**src/rtl/jtag_tap_if.sv**
```systemverilog
// TAP controller <-> test environment / DR mux signal bundle.
// JTAG_TAP_STATE_OUT_EN adds the tap_state debug observation signal.
interface jtag_tap_if #(
    parameter int unsigned IR_WIDTH = 2
);
    logic                tms;
    logic                tdi;
    logic                dr_tdo;
    logic                shift_dr;
    logic                clk_dr;
    logic                update_dr;
    logic                capture_dr;
    logic [IR_WIDTH-1:0] sel;
    logic                tdo;
    logic                tdo_en;
`ifdef JTAG_TAP_STATE_OUT_EN
    logic [3:0]          tap_state;

    modport master (
        input  tms, tdi, dr_tdo,
        output shift_dr, clk_dr, update_dr, capture_dr, sel, tdo, tdo_en, tap_state
    );
    modport slave (
        output tms, tdi, dr_tdo,
        input  shift_dr, clk_dr, update_dr, capture_dr, sel, tdo, tdo_en, tap_state
    );
`else
    modport master (
        input  tms, tdi, dr_tdo,
        output shift_dr, clk_dr, update_dr, capture_dr, sel, tdo, tdo_en
    );
    modport slave (
        output tms, tdi, dr_tdo,
        input  shift_dr, clk_dr, update_dr, capture_dr, sel, tdo, tdo_en
    );
`endif
endinterface

```
**src/rtl/jtag_tap_ctrl.sv**
```systemverilog
// IEEE 1149.1-style TAP FSM, instruction register and tdo merge feeding the DR mux.
// Define JTAG_TAP_STATE_OUT_EN to expose the raw state register on tap.tap_state.
module jtag_tap_ctrl #(
    parameter int unsigned         IR_WIDTH   = 2,
    parameter logic [IR_WIDTH-1:0] IR_RESET   = IR_WIDTH'(2'b01),
    parameter logic [IR_WIDTH-1:0] IR_CAPTURE = IR_WIDTH'(2'b01)
) (
    input  logic       clk,
    input  logic       rst,
    jtag_tap_if.master tap
);

    typedef enum logic [3:0] {
        TLR   = 4'hF,
        RTI   = 4'hC,
        SELDR = 4'h7,
        CAPDR = 4'h6,
        SHDR  = 4'h2,
        EX1DR = 4'h1,
        PSDR  = 4'h3,
        EX2DR = 4'h0,
        UPDR  = 4'h5,
        SELIR = 4'h4,
        CAPIR = 4'hE,
        SHIR  = 4'hA,
        EX1IR = 4'h9,
        PSIR  = 4'hB,
        EX2IR = 4'h8,
        UPIR  = 4'hD
    } tap_state_e;

    tap_state_e          state;
    tap_state_e          state_nxt;
    logic [IR_WIDTH-1:0] ir_sr;
    logic [IR_WIDTH-1:0] sel_q;
    logic                tdo_q;
    logic                tdo_en_q;

    // State register; TRST forces Test-Logic-Reset at any time
    always_ff @(posedge clk or posedge rst) begin
        if (rst) begin
            state <= TLR;
        end else begin
            state <= state_nxt;
        end
    end

    // Next-state decode with tms as the branch bit
    always_comb begin
        state_nxt = state;
        case (state)
            TLR:   state_nxt = tap.tms ? TLR   : RTI;
            RTI:   state_nxt = tap.tms ? SELDR : RTI;
            SELDR: state_nxt = tap.tms ? SELIR : CAPDR;
            CAPDR: state_nxt = tap.tms ? EX1DR : SHDR;
            SHDR:  state_nxt = tap.tms ? EX1DR : SHDR;
            EX1DR: state_nxt = tap.tms ? UPDR  : PSDR;
            PSDR:  state_nxt = tap.tms ? EX2DR : PSDR;
            EX2DR: state_nxt = tap.tms ? UPDR  : SHDR;
            UPDR:  state_nxt = tap.tms ? SELDR : RTI;
            SELIR: state_nxt = tap.tms ? TLR   : CAPIR;
            CAPIR: state_nxt = tap.tms ? EX1IR : SHIR;
            SHIR:  state_nxt = tap.tms ? EX1IR : SHIR;
            EX1IR: state_nxt = tap.tms ? UPIR  : PSIR;
            PSIR:  state_nxt = tap.tms ? EX2IR : PSIR;
            EX2IR: state_nxt = tap.tms ? UPIR  : SHIR;
            UPIR:  state_nxt = tap.tms ? SELDR : RTI;
            default: state_nxt = TLR;
        endcase
    end

    // DR strobes decoded straight from the state register so they are stable all cycle
    always_comb begin
        tap.shift_dr   = 1'b0;
        tap.clk_dr     = 1'b0;
        tap.update_dr  = 1'b0;
        tap.capture_dr = 1'b0;
        case (state)
            CAPDR: begin
                tap.capture_dr = 1'b1;
                tap.clk_dr     = 1'b1;
            end
            SHDR: begin
                tap.shift_dr = 1'b1;
                tap.clk_dr   = 1'b1;
            end
            UPDR:    tap.update_dr = 1'b1;
            default: ;
        endcase
    end

    // Instruction shifter, LSB first towards tdo
    always_ff @(posedge clk or posedge rst) begin
        if (rst) begin
            ir_sr <= '0;
        end else if (state == CAPIR) begin
            ir_sr <= IR_CAPTURE;
        end else if (state == SHIR) begin
            ir_sr <= {tap.tdi, ir_sr[IR_WIDTH-1:1]};
        end
    end

    // Active instruction; reset value is IDCODE
    always_ff @(posedge clk or posedge rst) begin
        if (rst) begin
            sel_q <= IR_RESET;
        end else if (state == UPIR) begin
            sel_q <= ir_sr;
        end else if (state == TLR) begin
            sel_q <= IR_RESET;
        end
    end

    // Serial out retimed one clk; holds its last bit outside the shift states
    always_ff @(posedge clk or posedge rst) begin
        if (rst) begin
            tdo_q    <= 1'b0;
            tdo_en_q <= 1'b0;
        end else begin
            tdo_en_q <= (state == SHIR) || (state == SHDR);
            if (state == SHIR) begin
                tdo_q <= ir_sr[0];
            end else if (state == SHDR) begin
                tdo_q <= tap.dr_tdo;
            end
        end
    end

    assign tap.sel    = sel_q;
    assign tap.tdo    = tdo_q;
    assign tap.tdo_en = tdo_en_q;

`ifdef JTAG_TAP_STATE_OUT_EN
    assign tap.tap_state = state;
`endif

endmodule

```
**src/flat_wrapper.sv**
```systemverilog
// flat-port wrapper written by rule: the top's interface ports become plain ports
module jtag_tap_ctrl_flat 
#(
    parameter int unsigned         IR_WIDTH   = 2,
    parameter logic [IR_WIDTH-1:0] IR_RESET   = IR_WIDTH'(2'b01),
    parameter logic [IR_WIDTH-1:0] IR_CAPTURE = IR_WIDTH'(2'b01)
)
  (clk, rst, tap_tms, tap_tdi, tap_dr_tdo, tap_shift_dr, tap_clk_dr, tap_update_dr, tap_capture_dr, tap_sel, tap_tdo, tap_tdo_en);
  jtag_tap_if #(.IR_WIDTH(IR_WIDTH)) tap_i ();
  input  logic clk;
  input  logic rst;
  input wire logic [$bits(tap_i.tms)-1:0] tap_tms;
  input wire logic [$bits(tap_i.tdi)-1:0] tap_tdi;
  input wire logic [$bits(tap_i.dr_tdo)-1:0] tap_dr_tdo;
  output wire logic [$bits(tap_i.shift_dr)-1:0] tap_shift_dr;
  output wire logic [$bits(tap_i.clk_dr)-1:0] tap_clk_dr;
  output wire logic [$bits(tap_i.update_dr)-1:0] tap_update_dr;
  output wire logic [$bits(tap_i.capture_dr)-1:0] tap_capture_dr;
  output wire logic [$bits(tap_i.sel)-1:0] tap_sel;
  output wire logic [$bits(tap_i.tdo)-1:0] tap_tdo;
  output wire logic [$bits(tap_i.tdo_en)-1:0] tap_tdo_en;
  assign tap_i.tms = tap_tms;
  assign tap_i.tdi = tap_tdi;
  assign tap_i.dr_tdo = tap_dr_tdo;
  assign tap_shift_dr = tap_i.shift_dr;
  assign tap_clk_dr = tap_i.clk_dr;
  assign tap_update_dr = tap_i.update_dr;
  assign tap_capture_dr = tap_i.capture_dr;
  assign tap_sel = tap_i.sel;
  assign tap_tdo = tap_i.tdo;
  assign tap_tdo_en = tap_i.tdo_en;
  jtag_tap_ctrl #(.IR_WIDTH(IR_WIDTH), .IR_RESET(IR_RESET), .IR_CAPTURE(IR_CAPTURE)) u_core (.clk(clk), .rst(rst), .tap(tap_i));
endmodule
```
**config.mk**
```make
export PLATFORM = sky130hd
export DESIGN_NAME = jtag_tap_ctrl_flat
export DESIGN_NICKNAME = d
export VERILOG_FILES = /design/src/rtl/jtag_tap_if.sv /design/src/rtl/jtag_tap_ctrl.sv /design/src/flat_wrapper.sv
export SDC_FILE = /design/constraint.sdc
export NUM_CORES = 1
export LEC_CHECK = 0
export CAP_MARGIN = 10
export CORE_AREA = 5 5 42 44
export DETAILED_ROUTE_END_ITERATION = 7
export DIE_AREA = 0 0 47 49
export PLACE_DENSITY_LB_ADDON = 0.2
export SLEW_MARGIN = 0
export SYNTH_ARGS = -nofsm -noshare
export SYNTH_HDL_FRONTEND = slang
export SYNTH_SLANG_ARGS = --single-unit
```
**constraint.sdc**
```tcl
create_clock -name clk -period 2.2 [get_ports clk]
set_input_delay 0.44 -clock clk [delete_from_list [all_inputs] [get_ports clk]]
set_output_delay 0.44 -clock clk [all_outputs]
set_load 0.005 [all_outputs]
```
==> flow_summary_export.csv, run 1 <==
group,metric,value,unit
synth,yosysSeqAreaShare,51.4,%
power_and_ir_drop,switching_share,35.8,%
global_routing,overflow,0,
route,vias_per_cell,4.92,
synth,synth_adder_area_share,0,%
route,drt_iter0_drc,10,
synth,synth.distinct_cells,24,
synth,synthesis.area,499,µm²
critical_path,r2r_start,"u_core.state[2]",
global_routing,grt_use_total,10.4,%
critical_path,start_kind,"flop",
route,drc_errors,0,
route,vias,418,
synth,yosys.area_share.xor_xnor,0,%
route,first_pass_iters,4,
final_layout,final_layout_size_suffix_gt1_share,21.7,%
power_and_ir_drop,power.total,0.962,mW
synth,synth.net_count,60,
critical_path,r2r_end,"u_core.state[1]",
run,drv_cap,0,
sta,setup_viol,0,
clock_network,cts_max_path_buffers,2,
power_and_ir_drop,vdd.ir_drop.worst,743,µV
sta,slew_violations,0,
clock_network,clkSinkCount,10,
floorplanning,die_w,47,µm
critical_path,crit_type,"reg -> out",
global_routing,grt_pass1_wl,1660,µm
place,place.gp.congestion,0.781,
floorplanning,die_area,2300,µm²
critical_path,crit_required,1760,ps
power_and_ir_drop,p_leak,0.306,nW
global_routing,antenna_found_initial,0,
global_routing,grt_max_degree,13,
final_layout,syn_to_final_growth,35.3,%
clock_network,cts_hold_buf,0,
sta,period_minus_slack,2100,ps
final_layout,antenna_cells,0,
clock_network,cts_buffers,3,
power_and_ir_drop,internal_power,0.618,mW
clock_network,cts_root_buffer,"clkbuf_4",
sta,finalHoldViolCount,0,
critical_path,rr_worst_depth,3,
clock_network,cts_tree,"built",
power_and_ir_drop,pwr-share-clk,17.2,%
route,routed_wl,1050,µm
synth,synth_compound_area_share,15.0,%
power_and_ir_drop,powerDensity,1420,nW/µm²
sta,fin_skew,4.26,ps
sta,tns,0,ps
floorplanning,rows,14,
synth,ys_ff_latch,10,
sta,post-route-period-util,95.5,%
synth,yosys_warnings,0,
power_and_ir_drop,p_sw,0.344,mW
critical_path,endpoint_kind,"output pin",
place,port_buffers,12,
global_routing,grt_pass1_vias,376,
clock_network,htreeDepth,1,
power_and_ir_drop,power_frac_seq,41.7,%
place,place_ws,235,ps
outcome,status,"finished clean",
synth,syn_area_per_cell,9.08,µm²
route,wl_per_cell,12.4,µm
critical_path,arrival,1660,ps
synth,synth.area.mux_share,2.01,%
synth,synth_cells,55,
min_path,hold_path_class,"in -> async",
sta,maxSlewHeadroom,74.3,%
clock_network,clk_latency,270,ps
synth,synth_top_family_by_area,"simple AND/OR/NAND/NOR gates",
floorplanning,die_h,49,µm
power_and_ir_drop,p_comb_share,41.1,%
floorplanning,num_io_pins,13,
critical_path,crit_fanout,12,
floorplanning,coreArea,1400,µm²
sta,max_freq,476,MHz
clock_network,clkTransAtPathRegs,70,ps
floorplanning,start_util,35.6,%
critical_path,regToRegSetupSlack,960,ps
synth,yosys.area_share.simple,23.6,%
sta,rsz0062_at_grt,"no",
final_layout,nFillCells,139,
sta,setup_slack,98.3,ps
route,drtAntennaViolNets,0,
sta,worstMarginPinSlew,385,ps
place,post-dp-hpwl,710,µm
final_layout,nets,75,
-- power groups by stage --
stage	combinational, mW	clock [mW]	sequential, mW
global placement	0.336	0	0.425
floorplan	0.298	0	0.340
CTS	0.394	0.175	0.396
finish	0.395	0.166	0.401
global route	0.440	0.183	0.415
detailed placement	0.338	0	0.425
-- what timing repair did --
action | 4_1_cts | 5_1_grt
setup endpoints to repair | 2 | 1
buffers inserted | 2 | 0
endpoints found under the hold margin | 0 | 0
gates resized for setup | 1 | 2
pin swaps | 0 | 0
-- synthesized netlist by cell type --
cell	count	area share, %
a21oi_1	3	3.0
a221o_1	1	2.0
a22oi_1	1	1.5
and3_1	1	1.3
buf_2	2	2.0
buf_4	2	3.0
clkinv_1	1	0.75
dfrtp_1	5	25
dfstp_2	5	26
inv_1	3	2.3
mux2i_1	1	2.0
nand2_1	9	6.8
nand2b_1	1	1.3
nand2b_2	1	1.8
nand3_1	1	1.0
nand3b_1	1	1.5
nor2_1	5	3.8
nor3_1	1	1.0
nor3b_1	1	1.5
nor3b_2	1	2.5
nor4_1	1	1.3
o21ai_0	1	1.0
o21ai_1	5	5.0
o22ai_1	2	2.5
-- per-stage QoR --
step | hold WS, ps | util [%] | cells | area (µm²)
after floorplan | 277 | - | 55 | 499
after global placement | 450 | 43.8 | 79 | 614
after detailed placement | 456 | 43.8 | 79 | 614
after CTS | 453 | 47.6 | 85 | 667
after global routing | 496 | 48.2 | 85 | 676
final | 449 | 48.2 | 85 | 676
-- how the worst max path moves through the flow --
| stage | from | to | slack [ps] | cells past startpoint |
|---|---|---|---|---|
| final | u_core.state[0] | tap_update_dr | 100 | 2 |
| after CTS | u_core.state[1] | tap_shift_dr | 20 | 3 |
| after global routing | u_core.state[0] | tap_update_dr | 8 | 2 |
| after floorplan | u_core.state[1] | tap_shift_dr | 740 | 3 |
| after detailed placement | u_core.state[1] | tap_shift_dr | 230 | 3 |
| after global placement | u_core.state[1] | tap_shift_dr | 250 | 3 |
-- layer usage --
metal  global-route usage (%)  vias up  share of wire [%]
met5                        0        -                  0
met2                     12.7       17                 44
li1                         -      215                  -
met4                     9.68        0                2.2
met1                     14.3      184                 47
met3                     2.21        2                6.5
-- registers in the layout (all words and copies together), names as in the netlist --
name and flops:
u_core.state 4, u_core.ir_sr 2, u_core.tap.tdo_en 1, u_core.tap.tdo 1, u_core.tap.sel 2
-- kinds of logic (layout without fill, tap and decap cells) --
group	count (synthesis)	in the layout
muxes	1	1
AOI/OAI and AO/OA	13	13
DFF	10	10
and+or+nand+nor	23	23
buffers and inverters	8	22
-- layout make-up --
class	instances	area, µm²	share of cell area, %
well taps	16	20.0	2.96
clock buffers	4	36.3	5.37
multi-input cells	37	209	30.9
flip-flops and latches	10	256	38.0
inverters	4	16.3	2.41
repair buffers	14	138	20.4
-- cell usage in the layout, fill, tap and decap left out, drive strengths merged, types with 2 or more instances in the layout --
cell           instances
nor2                   5
inv                    3
clkdlybuf4s50         11
clkbuf                 4
dfrtp                  5
nand2b                 2
a21oi                  3
nor3b                  2
nand2                  9
dfstp                  5
buf                    2
o22ai                  2
o21ai                  6
-- worst max-delay path, stage by stage, from the launching register on --
cell             delay [ps]
dfstp_2                 660
nor3b_1                 210
clkdlybuf4s50_1         530
Note: power is estimated with default switching activity, not from simulation.
==> run 2: changes to the inputs <==
--- a/config.mk
+++ b/config.mk
@@ -5,7 +5,6 @@
 export SDC_FILE = /design/constraint.sdc
 export NUM_CORES = 1
 export LEC_CHECK = 0
-export CAP_MARGIN = 10
 export CORE_AREA = 5 5 42 44
 export DETAILED_ROUTE_END_ITERATION = 7
 export DIE_AREA = 0 0 47 49
==> results of run 2 <==
The final DEF is identical to that of run 1; final timing and power are the same.
==> run 3: changes to the inputs <==
--- a/config.mk
+++ b/config.mk
@@ -8,6 +8,7 @@
 export CORE_AREA = 5 5 42 44
 export DETAILED_ROUTE_END_ITERATION = 7
 export DIE_AREA = 0 0 47 49
+export HOLD_SLACK_MARGIN = 0.02
 export PLACE_DENSITY_LB_ADDON = 0.2
 export SLEW_MARGIN = 0
 export SYNTH_ARGS = -nofsm -noshare
==> results of run 3 <==
The final DEF is identical to that of run 1; final timing and power are the same.
